**config.mk**
```make
export PLATFORM = sky130hd
export DESIGN_NAME = force_arbiter
export DESIGN_NICKNAME = d
export VERILOG_FILES = /design/src/rtl/force_arbiter.sv
export SDC_FILE = /design/constraint.sdc
export NUM_CORES = 1
export LEC_CHECK = 0
export CORE_MARGIN = 3
export CORE_UTILIZATION = 37
export CTS_CLUSTER_DIAMETER = 30
export DETAILED_ROUTE_END_ITERATION = 10
export HOLD_SLACK_MARGIN = 0.08
export PLACE_DENSITY = 0.82
export SETUP_SLACK_MARGIN = 0.05
export SYNTH_ARGS = -nofsm -noshare
export SYNTH_HDL_FRONTEND = slang
export SYNTH_SLANG_ARGS = --single-unit
```
**constraint.sdc**
```tcl
create_clock -name clk -period 2.22 [get_ports clk]
set_input_delay 0.444 -clock clk [delete_from_list [all_inputs] [get_ports clk]]
set_output_delay 0.444 -clock clk [all_outputs]
set_load 0.05 [all_outputs]
```
**src/rtl/force_arbiter.sv**
```systemverilog
// force_arbiter: round-robin sequencer sharing one spring-force unit.
// Optional WAIT-state timeout enabled by defining FORCE_ARB_TIMEOUT_EN.
module force_arbiter #(
  parameter int NUM_REQ = 4,
  parameter int DATA_W  = 16,
  parameter int TIMEOUT = 255
) (
  input  logic                      clk,
  input  logic                      reset,
  input  logic [NUM_REQ-1:0]        req,
  input  logic [NUM_REQ*DATA_W-1:0] req_dx,
  input  logic [NUM_REQ*DATA_W-1:0] req_dy,
  output logic [NUM_REQ-1:0]        gnt,
  output logic [NUM_REQ-1:0]        rsp_valid,
  output logic [DATA_W-1:0]         rsp_data,
  output logic                      rsp_err,
  output logic                      unit_start,
  output logic [DATA_W-1:0]         unit_dx,
  output logic [DATA_W-1:0]         unit_dy,
  input  logic                      unit_done,
  input  logic [DATA_W-1:0]         unit_result
);

  localparam int IW = $clog2(NUM_REQ);

  typedef enum logic [1:0] {
    IDLE,
    ISSUE,
    WAIT,
    RESP
  } state_t;

  state_t            state_q, state_d;
  logic [IW-1:0]     ptr_q, ptr_d;
  logic [IW-1:0]     idx_q, idx_d;
  logic [IW-1:0]     sel;
  logic              found;
  logic [DATA_W-1:0] dx_q, dx_d;
  logic [DATA_W-1:0] dy_q, dy_d;
  logic [DATA_W-1:0] data_q, data_d;
  logic [NUM_REQ-1:0] oh;

  if (NUM_REQ < 2 || NUM_REQ > 8 || DATA_W < 2 || TIMEOUT < 1)
  begin : g_param_chk
    $error("force_arbiter: parameter out of range");
  end

`ifdef FORCE_ARB_TIMEOUT_EN
  localparam int CW = $clog2(TIMEOUT + 1);
  localparam logic [DATA_W-1:0] SMAX = {1'b0, {(DATA_W-1){1'b1}}};

  logic [CW-1:0] cnt_q, cnt_d;
  logic          err_q, err_d;
`endif

  // first requester at or above the pointer, wrapping around
  always_comb begin
    sel   = '0;
    found = 1'b0;
    for (int i = 0; i < NUM_REQ; i++) begin
      if (!found && req[(int'(ptr_q) + i) % NUM_REQ]) begin
        found = 1'b1;
        sel   = IW'((int'(ptr_q) + i) % NUM_REQ);
      end
    end
  end

  // one-hot decode of the granted index
  always_comb begin
    oh = '0;
    oh[idx_q] = 1'b1;
  end

  // next-state and datapath latching
  always_comb begin
    state_d = state_q;
    ptr_d   = ptr_q;
    idx_d   = idx_q;
    dx_d    = dx_q;
    dy_d    = dy_q;
    data_d  = data_q;
`ifdef FORCE_ARB_TIMEOUT_EN
    cnt_d   = cnt_q;
    err_d   = err_q;
`endif
    unique case (state_q)
      IDLE: begin
        if (found) begin
          idx_d   = sel;
          dx_d    = req_dx[int'(sel)*DATA_W +: DATA_W];
          dy_d    = req_dy[int'(sel)*DATA_W +: DATA_W];
          state_d = ISSUE;
`ifdef FORCE_ARB_TIMEOUT_EN
          err_d   = 1'b0;
`endif
        end
      end
      ISSUE: begin
        state_d = WAIT;
`ifdef FORCE_ARB_TIMEOUT_EN
        cnt_d   = '0;
`endif
      end
      WAIT: begin
        if (unit_done) begin
          data_d  = unit_result;
          state_d = RESP;
        end
`ifdef FORCE_ARB_TIMEOUT_EN
        else if (cnt_q == CW'(TIMEOUT - 1)) begin
          data_d  = SMAX;
          err_d   = 1'b1;
          state_d = RESP;
        end else begin
          cnt_d   = cnt_q + CW'(1);
        end
`endif
      end
      RESP: begin
        ptr_d   = (idx_q == IW'(NUM_REQ - 1)) ? '0 : idx_q + IW'(1);
        state_d = IDLE;
      end
      default: state_d = IDLE;
    endcase
  end

  // state and datapath registers
  always_ff @(posedge clk) begin
    if (reset) begin
      state_q <= IDLE;
      ptr_q   <= '0;
      idx_q   <= '0;
      dx_q    <= '0;
      dy_q    <= '0;
      data_q  <= '0;
`ifdef FORCE_ARB_TIMEOUT_EN
      cnt_q   <= '0;
      err_q   <= 1'b0;
`endif
    end else begin
      state_q <= state_d;
      ptr_q   <= ptr_d;
      idx_q   <= idx_d;
      dx_q    <= dx_d;
      dy_q    <= dy_d;
      data_q  <= data_d;
`ifdef FORCE_ARB_TIMEOUT_EN
      cnt_q   <= cnt_d;
      err_q   <= err_d;
`endif
    end
  end

  assign gnt        = (state_q != IDLE) ? oh : '0;
  assign rsp_valid  = (state_q == RESP) ? oh : '0;
  assign unit_start = (state_q == ISSUE);
  assign unit_dx    = dx_q;
  assign unit_dy    = dy_q;
  assign rsp_data   = data_q;

`ifdef FORCE_ARB_TIMEOUT_EN
  assign rsp_err = err_q && (state_q == RESP);
`else
  assign rsp_err = 1'b0;
`endif

endmodule
```
# Yosys cells after proc, flatten, opt, wreduce, memory -nomap -nowiden
# Index checks and enable logic that the tools add are counted.
[word_totals]
regBits = 54
in_bits = 151
[op_classes]
n_shift = 2
n_reduce_logical = 15
n_eq_ne = 6
magnitude_cmp = 6
bitwise = 3
muxes = 27
n_addsub = 4
[ops]
columns = ["operator", "count"]
rows = [
  ["$shiftx A64 B7 Y16", 2],
  ["$mux W2", 7],
  ["$lt A3 B4 Y1 const B", 3],
  ["$mux W1", 12],
  ["$bmux W1 S2", 4],
  ["$mux W4", 2],
  ["$pmux W2 S4", 1],
  ["$eq A2 B2 Y1 const B", 3],
  ["$lt A2 B3 Y1 const B", 2],
  ["$reduce_and A2 Y1", 3],
  ["$reduce_or A2 Y1", 3],
  ["$add A2 B1 Y2 const B", 2],
  ["$add A2 B2 Y2 const B", 2],
  ["$logic_and A1 B1 Y1", 4],
  ["$ne A2 B2 Y1 const B", 2],
  ["$and A1 B1 Y1 const A", 3],
  ["$logic_not A1 Y1", 3],
  ["$demux W1 S2", 1],
  ["$eq A2 B1 Y1 const B", 1],
  ["$ge A2 B1 Y1 const B", 1],
  ["$logic_not A2 Y1", 1],
  ["$reduce_bool A2 Y1", 1],
]

# Longest topological paths before layout
# Gate-level depths: netlist of run 1.
[logic_depth]
depth_word = 16
mapped_depth = 8
mapped_depth_nobuf = 7

# Worst setup path after synthesis of run 1
# No wires, ideal clock.
[synth_path]
path_kind = "register to output"
start = "register state_q[0]"
end = "output gnt[0]"
stages_incl_launch_ff = 4
path_slack_ps = 353
arrival_time_ps = 1423
path_buffers = 0
cell_sequence = "dfxtp_1 -> inv_1 -> ha_1 -> nor2b_1"
[synth_between]
elab_chain_cells = 2
[synth_rtl]
columns = ["element", "line_no", "text"]
rows = [
  ["start, declared", "33", "state_t state_q, state_d;"],
  ["start signal, assigned", "141", "state_q <= state_d;"],
  ["$reduce_bool A2 Y1", "154", "assign gnt = (state_q != IDLE) ? oh : '0;"],
  ["$mux W4", "154", ""],
  ["end, declared", "13", "output logic [NUM_REQ-1:0] gnt,"],
]
# No other way between the ends.

# Worst setup path in the final report of run 1
[layout_path]
start = "input req[1]"
end = "register dy_q[2] (netlist: unit_dy[2])"
[layout_between]
elab_chain_cells = 13
[layout_rtl]
columns = ["element", "line_no", "text"]
rows = [
  ["start, declared", "10", "input logic [NUM_REQ-1:0] req,"],
  ["$bmux W1 S2", "61", "if (!found && req[(int'(ptr_q) + i) % NUM_REQ]) begin"],
  ["$mux W1 (not written as such)", "61", ""],
  ["$mux W1", "61", ""],
  ["$logic_not A1 Y1", "61", ""],
  ["$logic_and A1 B1 Y1", "61", ""],
  ["$mux W1", "61", ""],
  ["$logic_not A1 Y1", "61", ""],
  ["$logic_and A1 B1 Y1", "61", ""],
  ["$mux W1", "61", ""],
  ["$logic_not A1 Y1", "61", ""],
  ["$logic_and A1 B1 Y1", "61", ""],
  ["$mux W2 / $mux W1 (equally long branches)", "61", ""],
  ["$shiftx A64 B7 Y16 / $reduce_and A2 Y1 (equally long branches)", "--", ""],
  ["end signal, assigned", "145", "dy_q <= dy_d;"],
  ["end, declared", "39", "logic [DATA_W-1:0] dy_q, dy_d;"],
]
# Several ways; a longest one is shown, not always the timed one. The select of a mux whose other input is x is not followed.
# A chain may end at the register's enable or synchronous reset.

==> reports/summary.txt, run 1 <==
YOSYS
------------------------------------------------------------------------------------
Number of flip-flops and latches in the synthesized netlist                       54
Mapped Avg Cell Area                                                      8.27 sq um
Post-synth top area cell                                                     dfxtp_1
Fraction of synthesized cell area taken by the top area cell type              33.8%
Largest cells by area after synthesis                                   dfxtp_1, mux2i_1, nand2_1
Post-Syn Nets                                                                    546
Distinct cells, synth                                                             31
Gate Count Post-Synth                                                            387
Post-Syn Area                                                             3200 sq um
Yosys warning count                                                                0
Share of the yosys chip area belonging to registers                            33.8%

CLOCK NETWORK
------------------------------------------------------------------------------------
Number of buffers inserted by post-CTS setup repair                                0
Number of clock buffers inserted by TritonCTS                                      5
Clock tree buffer depth                                                            2
Clock-pin slew on the worst setup and hold paths                              110 ps
H-tree depth                                                                       2
Clock root cell                                                             clkbuf_8
Sink Count                                                                        54
Clock latency reported for the late side of the worst-skew pair               310 ps
TritonCTS clock tree                                                            done

POWER AND IR DROP
------------------------------------------------------------------------------------
Largest vdd supply drop                                                       436 uV
PwrDens                                                                  859 nW/um^2
Pwr Total                                                                  0.00482 W
Static leakage power                                                         2.15 nW

WORST SETUP PATH
------------------------------------------------------------------------------------
Crit path max fanout                                                              10
Endpoint class of the critical path                                             flop
Setup slack on the worst flop-to-flop path                                    340 ps
Data required, critical path                                                 2420 ps
Setup Crit Path Kind                                                          in2reg
Data arrival at the endpoint of the critical path                            2210 ps
Critical path startpoint category                                       primary input

GRT
------------------------------------------------------------------------------------
First-pass GRT wire length                                                  17300 um
Global routing met2 resource utilization                                       39.2%
Total gr overflow                                                                  0
Number of global-route vias before repair                                       3580
Largest net degree at the start of global routing                                 27
Most heavily used metal layer in global routing                                 met2
Overall routing resource usage                                                 21.7%
Met1 global-route usage                                                        24.6%
Antenna violations before repair                                                   0
Met3 track utilization from global routing                                     6.65%

STA
------------------------------------------------------------------------------------
Achievable frequency                                                       0.497 GHz
Min Hold Slack                                                                464 ps
Count of endpoints failing setup in the final report                               0
Min Clock Period, post-route                                                 2010 ps
Final count of pins violating max slew                                             0
Final WS setup                                                                208 ps
Max-slew headroom                                                              64.0%
Measured slew at the worst slew-check pin                                     538 ps
RSZ-0062 raised after global routing                                              no
Clock skew                                                                   7.18 ps
Hold violation total from the final report                                         0
Final critical-path share of the clock period                                  90.6%

FLOORPLAN
------------------------------------------------------------------------------------
Count of boundary I/O pins                                                       209
Std-Cell Rows                                                                     33
Die outline height                                                           99.0 um
Placeable Area                                                            8300 sq um
Initial cell density of the core                                               38.6%
Die Area                                                                  9800 sq um
Width of the die                                                             99.0 um

CELLS AND AREA
------------------------------------------------------------------------------------
Combined flip-flop and latch cell area                                    1080 sq um
Number of antenna diodes                                                           0
Area of the multi-input gates                                             1900 sq um
Number of fill cells in the layout                                               688
Ratio of cells with drive above 1 in the final layout                          8.75%
Synthesis-to-layout area growth                                                75.6%
Number of nets at the end of the flow                                            752

PLACED DESIGN
------------------------------------------------------------------------------------
DP Worst Slack                                                               -154 ps
HPWL after detailed placement                                                8730 um
Weighted congestion at the end of routability-driven global placement          0.798
Port bufs                                                                        207

DETAILED ROUTING
------------------------------------------------------------------------------------
# DRC                                                                              0
Post-detailed-route count of antenna-violating nets                                0
Via count                                                                       3540
Detailed-route wire length per cell                                          15.8 um
Number of DRC markers after the initial detailed-route iteration                  84
First-pass iteration count of the detailed router                                  4
Routed Wire Length                                                          11000 um
Via density                                                                     5.06

MIN PATH
------------------------------------------------------------------------------------
Hold Crit Class                                                              reg2reg

STATUS
------------------------------------------------------------------------------------
Result of the run                                                       complete, no violations

JOB
------------------------------------------------------------------------------------
Max cap viols                                                                      0

critical path, stage by stage:
cell,delay [ps]
clkdlybuf4s50_1,550
o21ai_0,120
a221o_2,380
nand2_4,150
buf_12,160
mux2i_1,280
o211ai_1,120
what timing repair did:
item / CTS / global route
hold buffers: 0 / 0
endpoints found under the setup margin: 0 / 1
gates resized for setup: 0 / 1
layer usage:
metal | wire [um] | up-vias
met1 | 4260 | 1605
met3 | 1040 | 12
met2 | 5580 | 150
li1 | - | 1773
met4 | 174 | 0
met5 | 0 | -
cells in the mapped netlist:
library cell  number
buf_2              6
a21boi_0          32
nand2_1           65
o21ai_0            3
clkbuf_1          14
ha_1               8
buf_4              5
o211ai_1          28
conb_1             1
a221o_1            2
o211ai_2           4
mux2i_1           35
nor4_1             1
nor2_1             9
inv_1              6
inv_2              1
buf_6              8
a21oi_1           23
nand2b_4           1
and3_1            32
nor3_1             1
and2_1             5
or3_1              1
a2111oi_2          1
clkbuf_2           1
nand2b_1           1
dfxtp_1           54
nand2_4            1
o21ai_1           31
nor2b_1            6
o21bai_1           1
report_power, final:
| part | switching [W] | total, W | internal [W] |
|---|---|---|---|
| combinational | 0.00164 | 0.00279 | 0.00115 |
| clock | 0.000337 | 0.000674 | 0.000337 |
| sequential | 0.000134 | 0.00136 | 0.00122 |
per-stage QoR:
stage               util, %  area, sq um  TNS [ps]  cells
floorplan                 -         3200         0    387
global placement       66.4         5510      -523    691
finish                 67.7         5620         0    699
global route           67.7         5620         0    699
CTS                    67.7         5620         0    699
detailed placement     66.4         5510     -2300    691
kinds of logic (layout without fill, tap and decap cells):
group / Yosys count / count (layout) / synth area share [%]
buf+inv: 41 / 248 / 7.54
compound gates: 125 / 125 / 25.9
simple gates: 123 / 123 / 18.6
flops: 54 / 54 / 33.8
fa+ha+maj: 8 / 8 / 3.13
mux: 35 / 35 / 10.9
other cells: 1 / 1 / 0.117
placed cells by master, fill, tap and decap left out, types with 10 or more instances in the layout:
master | synthesis | layout
a21boi_0 | 32 | 32
a21oi_1 | 23 | 23
and3_1 | 32 | 32
buf_12 | 0 | 10
buf_4 | 5 | 24
clkdlybuf4s50_1 | 0 | 198
dfxtp_1 | 54 | 54
mux2i_1 | 35 | 35
nand2_1 | 65 | 65
o211ai_1 | 28 | 28
o21ai_1 | 31 | 31
state kept, by name (all words and copies together), names as in the netlist:
signal,count
idx_q,2
ptr_q,2
rsp_data,16
state_q,2
unit_dx,16
unit_dy,16
final cells by class:
type,instances,area share [%]
Clock buffer,6,1.29
Clock inverter,2,0.668
Inverter,7,0.468
Multi-Input combinational cell,292,33.7
Sequential cell,54,19.2
Tap cell,105,2.34
Timing Repair Buffer,233,42.3
path summary, 6_finish.rpt:
path / from / to / cells past startpoint
min reg2reg: rsp_data[5]$_SDFFE_PP0P_ / rsp_data[5]$_SDFFE_PP0P_ / 2
max: req[1] / unit_dy[2]$_SDFFE_PP0P_ / 7
max reg2reg: state_q[0]$_SDFFE_PP0P_ / unit_dy[15]$_SDFFE_PP0P_ / 7
min: rsp_data[5]$_SDFFE_PP0P_ / rsp_data[5]$_SDFFE_PP0P_ / 2
Note: power is estimated with default switching activity, not from simulation.
==> run 2: changes to the inputs <==
- CORE_ASPECT_RATIO: not set -> 1.75
==> run 2 against run 1 <==
  * Combinational power fell by 3%
  * First-iteration DRC count rose by 74%
  * Non-clock buffer count fell by 5
==> reports/summary.txt, run 2 (synthesized netlist as in run 1, its figures left out) <==
PLACED DESIGN
----------------------------------------------------------------------------------------
Placed cell count                                                                    695
DP Worst Slack                                                                   -204 ps
Port bufs                                                                            207
HPWL after detailed placement                                                    9100 um
Placement Cell Area                                                           5440 sq um
Weighted congestion at the end of routability-driven global placement              0.878

DETAILED ROUTING
----------------------------------------------------------------------------------------
Post-detailed-route count of antenna-violating nets                                    0
# DRC                                                                                  0
Via count                                                                           3574
First-pass iteration count of the detailed router                                      4
Detailed-route wire length per cell                                              16.3 um
Number of DRC markers after the initial detailed-route iteration                     146
Via density                                                                         5.08
Routed Wire Length                                                              11500 um

STA
----------------------------------------------------------------------------------------
Total negative slack for setup checks                                               0 ps
Measured slew at the worst slew-check pin                                         553 ps
Max-slew headroom                                                                  63.0%
Clock skew                                                                       9.26 ps
RSZ-0062 raised after global routing                                                 yes
Final WS setup                                                                   90.1 ps
Final count of pins violating max slew                                                 0
Min Clock Period, post-route                                                     2130 ps
Achievable frequency                                                           0.470 GHz
Count of endpoints failing setup in the final report                                   0
Hold violation total from the final report                                             0
Final critical-path share of the clock period                                      95.9%

CELLS AND AREA
----------------------------------------------------------------------------------------
Fin area                                                                      5610 sq um
Top library cells by usage in the layout, fill and taps aside               clkdlybuf4s50_1, nand2_1, dfxtp_1
Synthesis-to-layout area growth                                                    75.3%
Combined flip-flop and latch cell area                                        1080 sq um
Ratio of cells with drive above 1 in the final layout                              8.32%
Most common library cell in the layout ignoring fill and taps               clkdlybuf4s50_1
Number of cells in the finished layout apart from fillers                            704
Number of nets at the end of the flow                                                747
Number of antenna diodes                                                               0
Number of fill cells in the layout                                                   721
Area of the multi-input gates                                                 1910 sq um

WORST SETUP PATH
----------------------------------------------------------------------------------------
Critical path startpoint category                                           primary input
Startpoint of the lowest-slack register-to-register path                    ptr_q[1]$_SDFFE_PP0P_
Endpoint class of the critical path                                                 flop
Cell with the largest stage delay on the worst path                         clkdlybuf4s50_1
Setup Crit Path Kind                                                              in2reg
Critical Path Max Stage Delay                                                     560 ps
R2r endpoint                                                                unit_dx[14]$_SDFFE_PP0P_
Data arrival at the endpoint of the critical path                                2300 ps
Setup slack on the worst flop-to-flop path                                        360 ps
Data required, critical path                                                     2390 ps
Cell depth of the worst flop-to-flop path                                              6
Category of cells accounting for the largest share of critical-path delay   buffers and inverters
Cells traversed along the worst timing path                                 clkdlybuf4s50_1 > o21ai_0 > a221o_4 > nand2_4 > buf_12 > mux2i_1 > o211ai_1
Buffers & Inverters on Critical Path                                                   2
Crit path max fanout                                                                  18

GRT
----------------------------------------------------------------------------------------
First-pass GRT wire length                                                      17400 um
Overall routing resource usage                                                     21.9%
Antenna violations before repair                                                       0
Largest net degree at the start of global routing                                     34
Number of global-route vias before repair                                           3507
Total gr overflow                                                                      0

FLOORPLAN
----------------------------------------------------------------------------------------
Die outline height                                                                129 um
Std-Cell Rows                                                                         44
Width of the die                                                                 76.3 um
Initial cell density of the core                                                   38.2%
Placeable Area                                                                8370 sq um
Count of boundary I/O pins                                                           209
Die Area                                                                      9850 sq um

CLOCK NETWORK
----------------------------------------------------------------------------------------
Hold-fix buffers at CTS                                                                0
Clock-pin slew on the worst setup and hold paths                                   80 ps
Clock root cell                                                                clkbuf_16
Sink Count                                                                            54
TritonCTS clock tree                                                                done
Clock latency reported for the late side of the worst-skew pair                   290 ps
Clock tree buffer depth                                                                2
H-tree depth                                                                           2
Number of clock buffers inserted by TritonCTS                                          5

STATUS
----------------------------------------------------------------------------------------
Result of the run                                                           complete, no violations

POWER AND IR DROP
----------------------------------------------------------------------------------------
Static leakage power                                                             2.15 nW
PwrDens                                                                      864 nW/um^2
Largest vdd supply drop                                                           539 uV
Pwr Total                                                                      0.00485 W

JOB
----------------------------------------------------------------------------------------
Max cap viols                                                                          0

MIN PATH
----------------------------------------------------------------------------------------
WHS Path Cells                                                                         2
Worst hold start                                                            rsp_data[11]$_SDFFE_PP0P_
Hold Crit Class                                                                  reg2reg
Hold EP                                                                     rsp_data[11]$_SDFFE_PP0P_

## run 2: cell types whose count changed in the layout (fill, tap and decap cells not counted), sizes merged
cell    delta
clkbuf     -1
bufinv     -1
buf        -5
clkinv     +2
## run 2: where the power goes
group	total, W	internal (W)	switching [W]
Combinational	0.00271	0.00108	0.00163
Sequential	0.00137	0.00123	0.000140
Clock	0.000779	0.000419	0.000361
## run 2: worst max path at each step
stage                            startpoint                       end  slack, ps  depth (start not counted)
floorplan           state_q[0]$_SDFFE_PP0P_                    gnt[0]        350                          3
global placement                     req[3]  unit_dx[14]$_SDFFE_PP0P_       -170                          7
detailed placement                   req[3]  unit_dx[14]$_SDFFE_PP0P_       -200                          7
CTS                 state_q[1]$_SDFFE_PP0P_                unit_start         80                          3
global route                         req[1]  unit_dy[10]$_SDFFE_PP0P_         10                          7
finish                               req[1]  unit_dx[14]$_SDFFE_PP0P_         90                          7
## run 2: per-stage QoR
step	utilization [%]	hold slack, ps
after floorplan	-	474
after global placement	65.0	442
after detailed placement	65.0	448
after CTS	66.7	458
after global routing	67.0	467
final	67.0	457
## run 2: repair_timing
| item | CTS | global route |
|---|---|---|
| setup endpoints to repair | 0 | 5 |
| gates resized for setup | 0 | 4 |
| setup buffers | 0 | 1 |
## run 2: cell type report
cell class	count	area share, %
Clock inverter	3	0.379
Clock buffer	5	2.23
Timing Repair Buffer	228	41.1
Tap cell	115	2.56
Multi-Input combinational cell	292	34.0
Inverter	7	0.468
Sequential cell	54	19.3
## run 2: metal layers
| layer | wire, um | vias to the layer above | track usage, % |
|---|---|---|---|
| met2 | 6460 | 141 | 43.6 |
| met1 | 3950 | 1652 | 22.1 |
| met4 | 243 | 0 | 6.62 |
| li1 | - | 1764 | - |
| met3 | 802 | 17 | 5.42 |
| met5 | 0 | - | 0 |
## run 2: tightest hold or removal path, stage by stage, from the launching register on
cell and delay, ps:
dfxtp_1 310, nand2_1 50, a21oi_1 50
